File: config.mk
export PLATFORM = sky130hd
export DESIGN_NAME = uart_tx_cfg
export DESIGN_NICKNAME = d
export VERILOG_FILES = /design/src/rtl/uart_tx_cfg.sv
export SDC_FILE = /design/constraint.sdc
export NUM_CORES = 1
export LEC_CHECK = 0
export ABC_AREA = 1
export CORE_MARGIN = 1.5
export CORE_UTILIZATION = 55
export DETAILED_ROUTE_END_ITERATION = 8
export GPL_TIMING_DRIVEN = 0
export PLACE_DENSITY = 0.75
export SLEW_MARGIN = 10
export SYNTH_ARGS = -nofsm -noshare
export SYNTH_HDL_FRONTEND = slang
export SYNTH_SLANG_ARGS = --single-unit
export TNS_END_PERCENT = 20
File: constraint.sdc
create_clock -name clk -period 2.55 [get_ports clk]
set_clock_uncertainty 0.2 [all_clocks]
set_input_delay 0.765 -clock clk [delete_from_list [all_inputs] [get_ports clk]]
set_output_delay 0.765 -clock clk [all_outputs]
set_load 0.005 [all_outputs]
File: src/rtl/uart_tx_cfg.sv
// Buffered UART transmitter with a configurable frame format. A FIFO queues words, and the
// serialiser sends back-to-back frames with no idle gap between them.
module uart_tx_cfg #(
  parameter int unsigned CLK_FREQ   = 50_000_000,
  parameter int unsigned BAUD_RATE  = 115200,
  parameter int unsigned DATA_BITS  = 8,
  parameter int unsigned PARITY     = 0,
  parameter int unsigned STOP_BITS  = 1,
  parameter int unsigned FIFO_DEPTH = 16
) (
  input  logic                          clk,
  input  logic                          rst_n,
  input  logic [DATA_BITS-1:0]          tx_din,
  input  logic                          tx_din_vld,
  output logic                          tx_din_rdy,
  output logic                          tx,
  output logic                          busy,
  output logic [$clog2(FIFO_DEPTH):0]   fifo_cnt,
  output logic                          overflow
);

  localparam int unsigned BaudDiv = CLK_FREQ / BAUD_RATE;
  localparam int unsigned BaudW   = $clog2(BaudDiv);
  localparam int unsigned BitW    = $clog2(DATA_BITS);
  localparam int unsigned PtrW    = $clog2(FIFO_DEPTH);
  localparam int unsigned CntW    = PtrW + 1;

  typedef enum logic [2:0] {StIdle, StStart, StData, StParity, StStop} state_e;

  state_e                 state_q, state_d;
  logic [BaudW-1:0]       baud_q, baud_d;
  logic [BitW-1:0]        bit_q, bit_d;
  logic                   stop_q, stop_d;
  logic [DATA_BITS-1:0]   shift_q, shift_d;
  logic                   par_q, par_d;
  logic                   tx_q, tx_d;
  logic [PtrW-1:0]        wr_ptr_q, wr_ptr_d, rd_ptr_q, rd_ptr_d;
  logic [CntW-1:0]        cnt_q, cnt_d;
  logic                   ovf_q, ovf_d;
  logic [DATA_BITS-1:0]   mem [FIFO_DEPTH];

  logic                   push, pop, fifo_empty, baud_end;
  logic [DATA_BITS-1:0]   head;

  function automatic logic parity_of(input logic [DATA_BITS-1:0] d);
    if (PARITY == 1) return ~^d;
    return ^d;
  endfunction

  assign tx_din_rdy = (cnt_q != CntW'(FIFO_DEPTH));
  assign fifo_empty = (cnt_q == '0);
  assign push       = tx_din_vld && tx_din_rdy;
  assign head       = mem[rd_ptr_q];
  assign baud_end   = (baud_q == BaudW'(BaudDiv - 1));

  assign tx       = tx_q;
  assign busy     = (state_q != StIdle) || !fifo_empty;
  assign fifo_cnt = cnt_q;
  assign overflow = ovf_q;

  always_comb begin
    state_d = state_q;
    baud_d  = baud_end ? '0 : baud_q + 1'b1;
    bit_d   = bit_q;
    stop_d  = stop_q;
    shift_d = shift_q;
    par_d   = par_q;
    tx_d    = tx_q;
    pop     = 1'b0;
    unique case (state_q)
      StIdle: begin
        baud_d = '0;
        tx_d   = 1'b1;
        if (!fifo_empty) begin
          pop     = 1'b1;
          shift_d = head;
          par_d   = parity_of(head);
          tx_d    = 1'b0;
          state_d = StStart;
        end
      end
      StStart: begin
        if (baud_end) begin
          tx_d    = shift_q[0];
          shift_d = shift_q >> 1;
          bit_d   = '0;
          state_d = StData;
        end
      end
      StData: begin
        if (baud_end) begin
          if (bit_q == BitW'(DATA_BITS - 1)) begin
            if (PARITY != 0) begin
              tx_d    = par_q;
              state_d = StParity;
            end else begin
              tx_d    = 1'b1;
              stop_d  = 1'b0;
              state_d = StStop;
            end
          end else begin
            tx_d    = shift_q[0];
            shift_d = shift_q >> 1;
            bit_d   = bit_q + 1'b1;
          end
        end
      end
      StParity: begin
        if (baud_end) begin
          tx_d    = 1'b1;
          stop_d  = 1'b0;
          state_d = StStop;
        end
      end
      StStop: begin
        if (baud_end) begin
          if (STOP_BITS == 2 && !stop_q) begin
            stop_d = 1'b1;
          end else if (!fifo_empty) begin
            // Chain straight into the next start bit so frames stay contiguous.
            pop     = 1'b1;
            shift_d = head;
            par_d   = parity_of(head);
            tx_d    = 1'b0;
            state_d = StStart;
          end else begin
            tx_d    = 1'b1;
            state_d = StIdle;
          end
        end
      end
      default: state_d = StIdle;
    endcase
  end

  always_comb begin
    wr_ptr_d = push ? wr_ptr_q + 1'b1 : wr_ptr_q;
    rd_ptr_d = pop ? rd_ptr_q + 1'b1 : rd_ptr_q;
    cnt_d    = cnt_q;
    unique case ({push, pop})
      2'b10:   cnt_d = cnt_q + 1'b1;
      2'b01:   cnt_d = cnt_q - 1'b1;
      default: cnt_d = cnt_q;
    endcase
    ovf_d = tx_din_vld && !tx_din_rdy;
  end

  always_ff @(posedge clk or negedge rst_n) begin
    if (!rst_n) begin
      state_q  <= StIdle;
      baud_q   <= '0;
      bit_q    <= '0;
      stop_q   <= 1'b0;
      shift_q  <= '0;
      par_q    <= 1'b0;
      tx_q     <= 1'b1;
      wr_ptr_q <= '0;
      rd_ptr_q <= '0;
      cnt_q    <= '0;
      ovf_q    <= 1'b0;
    end else begin
      state_q  <= state_d;
      baud_q   <= baud_d;
      bit_q    <= bit_d;
      stop_q   <= stop_d;
      shift_q  <= shift_d;
      par_q    <= par_d;
      tx_q     <= tx_d;
      wr_ptr_q <= wr_ptr_d;
      rd_ptr_q <= rd_ptr_d;
      cnt_q    <= cnt_d;
      ovf_q    <= ovf_d;
    end
  end

  always_ff @(posedge clk) begin
    if (push) mem[wr_ptr_q] <= tx_din;
  end

endmodule

==> impl_metrics.env, run 1 <==
export IMPL_critical_path_required_ps=2660
export IMPL_maxCapViolations=0
export IMPL_holdWs_ps=277.9
export IMPL_grt_pass1_wl_mm=27.61
export IMPL_fin_ws_ps=-82.20
export IMPL_yosysWarnings=0
export IMPL_clock_root_buffer="clkbuf_16"
export IMPL_antenna_found_initial=0
export IMPL_syn_to_final_growth_pct=17.26
export IMPL_hold_depth=2
export IMPL_dieHeight_um=119.2
export IMPL_fin_setup_tns_ps=-205.8
export IMPL_grt_max_degree=36
export IMPL_rr_startpoint="fifo_cnt[1]$_DFFE_PN0P_"
export IMPL_timing_fmax_mhz=379.9
export IMPL_wire_per_inst_um=17.03
export IMPL_dp_cells=950
export IMPL_portBuffers=19
export IMPL_drc=0
export IMPL_cp_arrival_ps=2740
export IMPL_synth_edff_count=128
export IMPL_yosysSeqAreaShare=0.6456
export IMPL_globalRouteOverflowTotal=0
export IMPL_grt_pass1_vias=5431
export IMPL_core_mm2=0.01319
export IMPL_final_cell_mix="nand2_1 (238), edfxtp_1 (128), nand3_1 (94), inv_1 (80), nor2_1 (37)"
export IMPL_timing_rr_end="fifo_cnt[4]$_DFFE_PN0P_"
export IMPL_violations="negative setup slack"
export IMPL_syn_num_nets=779
export IMPL_endpoint_kind="flip-flop"
export IMPL_final_cells=1009
export IMPL_place_ws_ps=-432.1
export IMPL_initial_core_util=0.5632
export IMPL_holdPathEnd="shift_q[0]$_DFFE_PN0P_"
export IMPL_antenna_cells=0
export IMPL_cpMostUsedCell="buf_4"
export IMPL_die_w_um=119.2
export IMPL_synth_top_flop_cell="edfxtp_1"
export IMPL_gp_congestion=0.9119
export IMPL_dpl_cell_area_mm2=0.007856
export IMPL_period_share=1.032
export IMPL_worst_pin_slew_ps=873.8
export IMPL_crit_chain="nor2_4, nand4_1, buf_4, buf_4, nand3_4, inv_4, ha_4, ha_1, nand3_1, nand2_1, a21oi_1, o21ai_1, xor2_1"
export IMPL_dr_pass1_iters=5
export IMPL_synth_area_per_cell_um2=9.852
export IMPL_cp_max_fo=6
export IMPL_ys_seq_elements=166
export IMPL_hp_start="shift_q[0]$_DFFE_PN0P_"
export IMPL_dpl_hpwl_mm=11.16
export IMPL_drive_above_1_share=0.1441
export IMPL_grt_usage=0.2591
export IMPL_period_needed_ps=2632
export IMPL_cts_tree="yes"
export IMPL_status="finished with violations"
export IMPL_hold_class="reg -> reg"
export IMPL_ant_nets=0
export IMPL_start_kind="flip-flop"
export IMPL_final_area_mm2=0.008711
export IMPL_io_pins=20
export IMPL_vias_per_cell=5.422
export IMPL_p_leak_nw=3.746
export IMPL_crit_path_top_delay_cell="dfrtp_2"
export IMPL_synth_cell_types=30
export IMPL_syn_cell_area_mm2=0.007428
export IMPL_p_per_area_mw_per_mm2=765.9
export IMPL_drtIter0Drc=534
export IMPL_cts_max_path_buffers=2
export IMPL_setup_viol=3
export IMPL_num_vias=5471
export IMPL_r2r_setup_slack_ps=-80
export IMPL_clk_pin_slew_worst_paths_ps=60
export IMPL_clock_latency_ps=430
export IMPL_htreeDepth=4
export IMPL_cts_made_buffers=17
export IMPL_grt_setup_unrepaired="true"
export IMPL_mostFrequentLayoutCell="nand2_1"
export IMPL_clock_sinks=166
export IMPL_ir_drop_mv=0.5212
export IMPL_relSlewSlack=0.4156
export IMPL_die_area_mm2=0.01421
export IMPL_rows=42
export IMPL_cpPeakStageDelay_ps=430
export IMPL_crit_type="reg -> reg"
export IMPL_wl_mm=17.18
export IMPL_drv_slew=0
export IMPL_synth_async_sr_flop_share=0.2289
export IMPL_hold_violations=0
export IMPL_netlist_instances=754
export IMPL_r2r_cells=13
export IMPL_nets=845
==> Yosys cell counts (all sizes together), types with 7 or more instances <==
cell type,count,share of area
a21oi,15,0.010
buf,16,0.011
clkbuf,11,0.0056
dfrtp,37,0.12
edfxtp,128,0.52
ha,13,0.022
inv,95,0.048
nand2,244,0.13
nand3,97,0.067
nor2,56,0.029
o21ai,20,0.013
xor2,7,0.0083
==> worst max-delay path by stage <==
stage,startpoint,to,slack [ps],cells after the start
final,fifo_cnt[1]$_DFFE_PN0P_,fifo_cnt[4]$_DFFE_PN0P_,-80,13
after global routing,baud_q[1]$_DFF_PN0_,fifo_cnt[4]$_DFFE_PN0P_,-250,17
after CTS,baud_q[1]$_DFF_PN0_,fifo_cnt[4]$_DFFE_PN0P_,-130,17
after detailed placement,tx_din_vld,mem[15][5]$_DFFE_PP_,-430,5
after global placement,rst_n,wr_ptr_q[0]$_DFFE_PN0P_,-380,1
after floorplan,baud_q[1]$_DFF_PN0_,fifo_cnt[4]$_DFFE_PN0P_,10,17
==> cells by family after synthesis <==
family / synth area share
AO/OA/AOI/OAI: 0.02661
XOR/XNOR: 0.009433
adder cells (fa/ha/maj): 0.02459
buffers and inverters: 0.06586
flip-flops: 0.6456
AND/OR/NAND/NOR: 0.2279
==> sequential cells by signal, summed over array words and instances (netlist names) <==
name,flops
bit_q,3
baud_q,9
rd_ptr_q,4
shift_q,8
fifo_cnt,5
overflow,1
tx,1
mem,128
wr_ptr_q,4
state_q,3
==> worst max-delay path, delay by kind of cell, from the launching register on <==
family / cells / cell delay (ps)
DFF: 1 / 430
and+or+nand+nor: 5 / 620
buffers and inverters: 3 / 380
xor gates and xnor gates: 1 / 140
AOI/OAI and AO/OA: 2 / 210
adders and majority gates: 2 / 530
==> stage by stage <==
stage | utilization | power [mW]
6_report | 0.6604 | 6.672
5_1_grt | 0.6604 | 6.933
4_1_cts | 0.6510 | 6.605
3_5_place_dp | 0.5956 | 4.076
3_3_place_gp | 0.5945 | 4.025
2_1_floorplan | - | 3.759
==> metal layers <==
layer	part of all wire	wire, µm	GRT usage
met2	0.50	8555	0.4332
met3	0.071	1218	0.05508
met1	0.40	6859	0.3272
met5	0	0	0
met4	0.032	550	0.1137
==> power breakdown <==
group | switching (mW) | internal [mW] | leakage (nW)
Sequential | 0.113 | 3.20 | 1.62
Combinational | 0.574 | 0.354 | 1.86
Clock | 1.08 | 1.35 | 0.267
==> cell type report <==
class	count	area, µm²
fill	972	4479
tap	176	220.2
timing repair buffer	47	411.6
sequential	166	4797
multi-input combinational	465	2235
buffer	27	126.4
inverter	96	365.4
clock buffer	18	429.2
clock inverter	14	126.4
==> timing repair <==
action                     in CTS  in global routing
buffers inserted               18                 10
pin swaps                       2                  6
cloned                          0                  0
hold buffers                    1                  0
setup endpoints to repair       6                129
hold endpoints to repair        3                  0
gates resized for setup        15                 25
Note: power is estimated with default switching activity, not from simulation.
==> inputs of run 2 (changes only) <==
--- a/config.mk
+++ b/config.mk
@@ -8,6 +8,7 @@
 export ABC_AREA = 1
 export CORE_MARGIN = 1.5
 export CORE_UTILIZATION = 55
+export CTS_CLUSTER_DIAMETER = 30
 export DETAILED_ROUTE_END_ITERATION = 8
 export GPL_TIMING_DRIVEN = 0
 export PLACE_DENSITY = 0.75
==> constraint.sdc (replaced) <==
create_clock -name clk -period 2.55 [get_ports clk]
set_clock_uncertainty 0.2 [all_clocks]
set_input_delay 0.765 -clock clk [delete_from_list [all_inputs] [get_ports clk]]
set_output_delay 0.765 -clock clk [all_outputs]
set_load 0.01 [all_outputs]
==> run 2 against run 1 <==
The run still ends with negative setup slack left. Global-route usage increased by 0.14 points. Worst setup slack gained 54 ps. Total power about the same. Cell area about the same. Utilization barely moved. Wire length shrank 0.90%. Non-clock buffer count shrank 2. Via count grew 0.27%. Critical endpoint is now mem[7][4]$_DFFE_PP_. Largest cell class unchanged.
==> impl_metrics.env, run 2 (synthesis results as in run 1) <==
export IMPL_ir_drop_mv=0.5200
export IMPL_critical_path_required_ps=2410
export IMPL_final_cell_mix="nand2_1 (239), edfxtp_1 (128), nand3_1 (93), inv_1 (81), nor2_1 (37)"
export IMPL_start_kind="input port"
export IMPL_drtIter0Drc=521
export IMPL_drive_above_1_share=0.1408
export IMPL_endpoint_kind="flip-flop"
export IMPL_syn_to_final_growth_pct=17.25
export IMPL_cp_top_family="simple AND/OR/NAND/NOR gates"
export IMPL_critical_path_buf_inv_count=2
export IMPL_htreeDepth=4
export IMPL_cpPeakStageDelay_ps=600
export IMPL_crit_path_top_delay_cell="nor2_1"
export IMPL_drv_slew=0
export IMPL_fin_ws_ps=-27.79
export IMPL_cts_tree="yes"
export IMPL_num_vias=5486
export IMPL_top_regs="mem (128), baud_q (9), shift_q (8)"
export IMPL_period_share=1.011
export IMPL_wire_per_inst_um=16.91
export IMPL_portBuffers=19
export IMPL_vias_per_cell=5.448
export IMPL_dr_pass1_iters=5
export IMPL_cp_arrival_ps=2430
export IMPL_violations="negative setup slack"
export IMPL_dp_cells=950
export IMPL_io_pins=20
export IMPL_grt_pass1_vias=5467
export IMPL_place_ws_ps=-432.1
export IMPL_setup_viol=17
export IMPL_dpl_hpwl_mm=11.16
export IMPL_hold_violations=0
export IMPL_core_mm2=0.01319
export IMPL_dieHeight_um=119.2
export IMPL_grt_pass1_wl_mm=27.72
export IMPL_grt_setup_unrepaired="true"
export IMPL_drc=0
export IMPL_relSlewSlack=0.4218
export IMPL_wl_mm=17.03
export IMPL_clock_sinks=166
export IMPL_crit_chain="clkdlybuf4s50_1, nand2_1, inv_1, nand2_1, nor2_1"
export IMPL_ant_nets=0
export IMPL_holdWs_ps=277.0
export IMPL_rows=42
export IMPL_maxCapViolations=0
export IMPL_clock_latency_ps=430
export IMPL_globalRouteOverflowTotal=0
export IMPL_worst_pin_slew_ps=864.7
export IMPL_final_cells=1007
export IMPL_cts_max_path_buffers=2
export IMPL_crit_type="in -> reg"
export IMPL_status="finished with violations"
export IMPL_mostFrequentLayoutCell="nand2_1"
export IMPL_p_leak_nw=3.736
export IMPL_grt_max_degree=36
export IMPL_antenna_cells=0
export IMPL_timing_fmax_mhz=387.9
export IMPL_antenna_found_initial=0
export IMPL_initial_core_util=0.5632
export IMPL_hold_class="reg -> reg"
export IMPL_period_needed_ps=2578
export IMPL_grt_usage=0.2605
export IMPL_largest_reg_flops=128
export IMPL_gp_congestion=0.9119
export IMPL_clk_pin_slew_worst_paths_ps=70
export IMPL_cpMostUsedCell="nand2_1"
export IMPL_clock_root_buffer="clkbuf_16"
export IMPL_nets=843
export IMPL_cp_max_fo=8
export IMPL_die_w_um=119.2
export IMPL_regMostFlops="mem"
export IMPL_p_per_area_mw_per_mm2=766.5
export IMPL_die_area_mm2=0.01421
export IMPL_cts_made_buffers=17
## run 2: through the flow
stage	TNS (ps)	util	total power, mW	instance area, µm²
after floorplan	0	-	3.774	7431
after global placement	-55430	0.5945	4.042	7841
after detailed placement	-48830	0.5956	4.093	7856
after CTS	-76.07	0.6530	6.628	8613
after global routing	-4164	0.6603	6.937	8710
final	-301.8	0.6603	6.676	8710
## run 2: cell type report
| cell class | count | area, µm² |
|---|---|---|
| flip-flops and latches | 166 | 4797 |
| fillers | 964 | 4481 |
| multi-input cells | 465 | 2247 |
| clock buffers | 18 | 429.2 |
| repair buffers | 45 | 397.9 |
| inverters | 96 | 365.4 |
| well taps | 176 | 220.2 |
| clock inverters | 14 | 126.4 |
| plain buffers | 27 | 126.4 |
## run 2: worst reg2reg max path: stages, from the launching register on
cell and delay, ps:
dfrtp_1 390, nor2_2 150, nand4_1 130, buf_6 150, buf_4 130, nand3_4 110
inv_4 50, ha_4 180, ha_1 310, a21oi_1 160, nand2_1 90, a21oi_1 120
o21ai_1 90, xor2_1 160
## run 2: where the power goes
group / switching, mW / internal (mW) / total (mW)
sequential: 0.104 / 3.20 / 3.31
clock: 1.08 / 1.35 / 2.43
combinational: 0.591 / 0.346 / 0.937
total: 1.78 / 4.90 / 6.68
## run 2: per-layer routing
layer,part of all wire,routed length [µm],track usage
met5,0,0,0
met4,0.034,577,0.1220
met3,0.075,1279,0.05556
met2,0.49,8407,0.4314
met1,0.40,6764,0.3293
## run 2: what timing repair did
| item | in CTS | in global routing |
|---|---|---|
| endpoints found under the hold margin | 3 | 0 |
| hold buffers | 1 | 0 |
| endpoints found under the setup margin | 6 | 104 |
| buffers inserted | 20 | 6 |
| pin swaps | 3 | 7 |
| gates resized for setup | 21 | 18 |
## run 2: worst paths after layout
path	from	to	slack, ps	cells after the start
max reg2reg	fifo_cnt[2]$_DFFE_PN0P_	fifo_cnt[4]$_DFFE_PN0P_	30	13
max	tx_din_vld	mem[7][4]$_DFFE_PP_	-30	5
min reg2reg	shift_q[0]$_DFFE_PN0P_	shift_q[0]$_DFFE_PN0P_	280	2
min in group asynchronous	rst_n	baud_q[2]$_DFF_PN0_	480	2
min	shift_q[0]$_DFFE_PN0P_	shift_q[0]$_DFFE_PN0P_	280	2
max in group asynchronous	rst_n	tx$_DFFE_PN1P_	1210	3
==> inputs of run 3 (changes only) <==
--- a/config.mk
+++ b/config.mk
@@ -6,10 +6,12 @@
 export NUM_CORES = 1
 export LEC_CHECK = 0
 export ABC_AREA = 1
+export CAP_MARGIN = 0
 export CORE_MARGIN = 1.5
-export CORE_UTILIZATION = 55
+export CORE_UTILIZATION = 57
 export CTS_CLUSTER_DIAMETER = 30
 export DETAILED_ROUTE_END_ITERATION = 8
+export DONT_BUFFER_PORTS = 1
 export GPL_TIMING_DRIVEN = 0
 export PLACE_DENSITY = 0.75
 export SLEW_MARGIN = 10
==> run 3 against run 2 <==
Critical endpoint is now fifo_cnt[4]$_DFFE_PN0P_. Critical path depth rose by 7. Non-clock buffer count fell by 37. First-iteration DRC count decreased by 6.9%. The run still ends with negative setup slack left. Largest cell class unchanged. Cell area decreased by 2.9%. Utilization increased by 0.69 points.
==> impl_metrics.env, run 3 (synthesis results as in run 1) <==
export IMPL_status="finished with violations"
export IMPL_violations="negative setup slack"
export IMPL_endpoint_kind="flip-flop"
export IMPL_power_total_mw=6.853
export IMPL_fillers=955
export IMPL_cp_max_fo=6
export IMPL_clk_pin_slew_worst_paths_ps=60
export IMPL_cp_arrival_ps=2740
export IMPL_cpPeakStageDelay_ps=470
export IMPL_period_needed_ps=2596
export IMPL_cts_tree="yes"
export IMPL_die_w_um=117.2
export IMPL_top_regs="mem (128), baud_q (9), shift_q (8)"
export IMPL_crit_path_top_delay_cell="dfrtp_1"
export IMPL_dpl_hpwl_mm=10.95
export IMPL_wl_mm=16.49
export IMPL_grt_pass1_vias=5006
export IMPL_mostFrequentLayoutCell="nand2_1"
export IMPL_crit_type="reg -> reg"
export IMPL_drc=0
export IMPL_htreeDepth=4
export IMPL_r2r_cells=12
export IMPL_dr_pass1_iters=5
export IMPL_critical_path_buf_inv_count=2
export IMPL_cp_top_family="simple AND/OR/NAND/NOR gates"
export IMPL_p_leak_nw=3.625
export IMPL_cts_max_path_buffers=2
export IMPL_power_frac_clock=0.416
export IMPL_grt_usage=0.2561
export IMPL_gp_congestion=0.8960
export IMPL_antenna_cells=0
export IMPL_p_switching_mw=1.646
export IMPL_hold_class="in -> reg"
export IMPL_globalRouteOverflowTotal=0
export IMPL_clock_root_buffer="clkbuf_16"
export IMPL_core_mm2=0.01267
export IMPL_hold_violations=0
export IMPL_maxCapViolations=0
export IMPL_final_cells=966
export IMPL_grt_setup_unrepaired="true"
export IMPL_fin_ws_ps=-46.42
export IMPL_num_vias=5283
export IMPL_hold_depth=0
export IMPL_holdWs_ps=231.3
export IMPL_grt_pass1_wl_mm=25.49
export IMPL_clock_latency_ps=430
export IMPL_syn_to_final_growth_pct=13.81
export IMPL_drive_above_1_share=0.1146
export IMPL_regMostFlops="mem"
export IMPL_wire_per_inst_um=17.07
export IMPL_die_area_mm2=0.01373
export IMPL_antenna_found_initial=0
export IMPL_ir_drop_mv=0.5471
export IMPL_relSlewSlack=0.6269
export IMPL_clock_sinks=166
export IMPL_place_ws_ps=-489.4
export IMPL_critical_path_required_ps=2700
export IMPL_timing_fmax_mhz=385.1
export IMPL_period_share=1.018
export IMPL_largest_reg_flops=128
export IMPL_dieHeight_um=117.2
export IMPL_rows=41
export IMPL_vias_per_cell=5.469
export IMPL_seq_power_share=0.488
export IMPL_ant_nets=0
export IMPL_pwr_share_comb=0.097
export IMPL_nets=806
export IMPL_crit_chain="nor2_1, nand4_1, nand2_2, ha_4, inv_1, fa_1, inv_2, nand3_1, nand2_1, a21oi_1, o21ai_1, xor2_1"
export IMPL_final_cell_mix="nand2_1 (238), edfxtp_1 (128), nand3_1 (94), inv_1 (84), dfrtp_1 (37)"
export IMPL_initial_core_util=0.5863
export IMPL_worst_pin_slew_ps=559.7
export IMPL_setup_viol=2
export IMPL_portBuffers=0
export IMPL_cts_made_buffers=17
export IMPL_worst_path_stages=12
export IMPL_drtIter0Drc=485
export IMPL_start_kind="flip-flop"
export IMPL_dp_cells=926
export IMPL_p_per_area_mw_per_mm2=810.6
export IMPL_io_pins=20
export IMPL_internal_power_mw=5.207
export IMPL_grt_max_degree=39
export IMPL_switching_share=0.2402
export IMPL_drv_slew=0
## run 3: path summary, 6_finish.rpt
path	from	to	slack, ps
worst max register to register	fifo_cnt[1]$_DFFE_PN0P_	fifo_cnt[4]$_DFFE_PN0P_	-50
worst min register to register	bit_q[1]$_DFFE_PN0P_	bit_q[1]$_DFFE_PN0P_	270
min in group asynchronous	rst_n	baud_q[2]$_DFF_PN0_	600
worst min-delay path	tx_din[4]	mem[8][4]$_DFFE_PP_	230
max in group asynchronous	rst_n	tx$_DFFE_PN1P_	1280
worst max-delay path	fifo_cnt[1]$_DFFE_PN0P_	fifo_cnt[4]$_DFFE_PN0P_	-50
## run 3: per-layer routing
layer	vias to the layer above	track usage	wire, µm
met4	0	0.09478	433
met1	2516	0.3364	6610
li1	2509	-	-
met5	-	0	0
met3	38	0.04531	1161
met2	220	0.4310	8287
## run 3: repair_timing
action | 4_1_cts | 5_1_grt
setup endpoints to repair | 29 | 124
pin swaps | 1 | 3
hold buffers | 2 | 0
buffers inserted | 4 | 2
gates resized for setup | 9 | 18
endpoints found under the hold margin | 38 | 0
## run 3: layout make-up
cell class,count,area (µm²),share of cell area
Multi-Input combinational cell,465,2216,0.2621
Timing Repair Buffer,8,75.07,0.008880
Inverter,96,365.4,0.04321
Clock buffer,19,432.9,0.05121
Tap cell,172,215.2,0.02546
Clock inverter,13,227.7,0.02693
Buffer,27,126.4,0.01495
Sequential cell,166,4796,0.5673
## run 3: through the flow
step	utilization	setup TNS (ps)	area, µm²
2_1_floorplan	-	0	7431
5_1_grt	0.6672	-319.6	8454
3_5_place_dp	0.6034	-1556	7646
4_1_cts	0.6631	-63.47	8402
3_3_place_gp	0.6034	-674.4	7646
6_report	0.6672	-78.25	8454
## run 3: power groups by stage
stage / Clock [mW] / Sequential [mW] / Combinational [mW]
floorplan: 0 / 3.36 / 0.417
global placement: 0 / 3.38 / 0.532
detailed placement: 0 / 3.39 / 0.575
CTS: 2.85 / 3.34 / 0.613
global route: 2.96 / 3.36 / 0.729
finish: 2.85 / 3.34 / 0.662
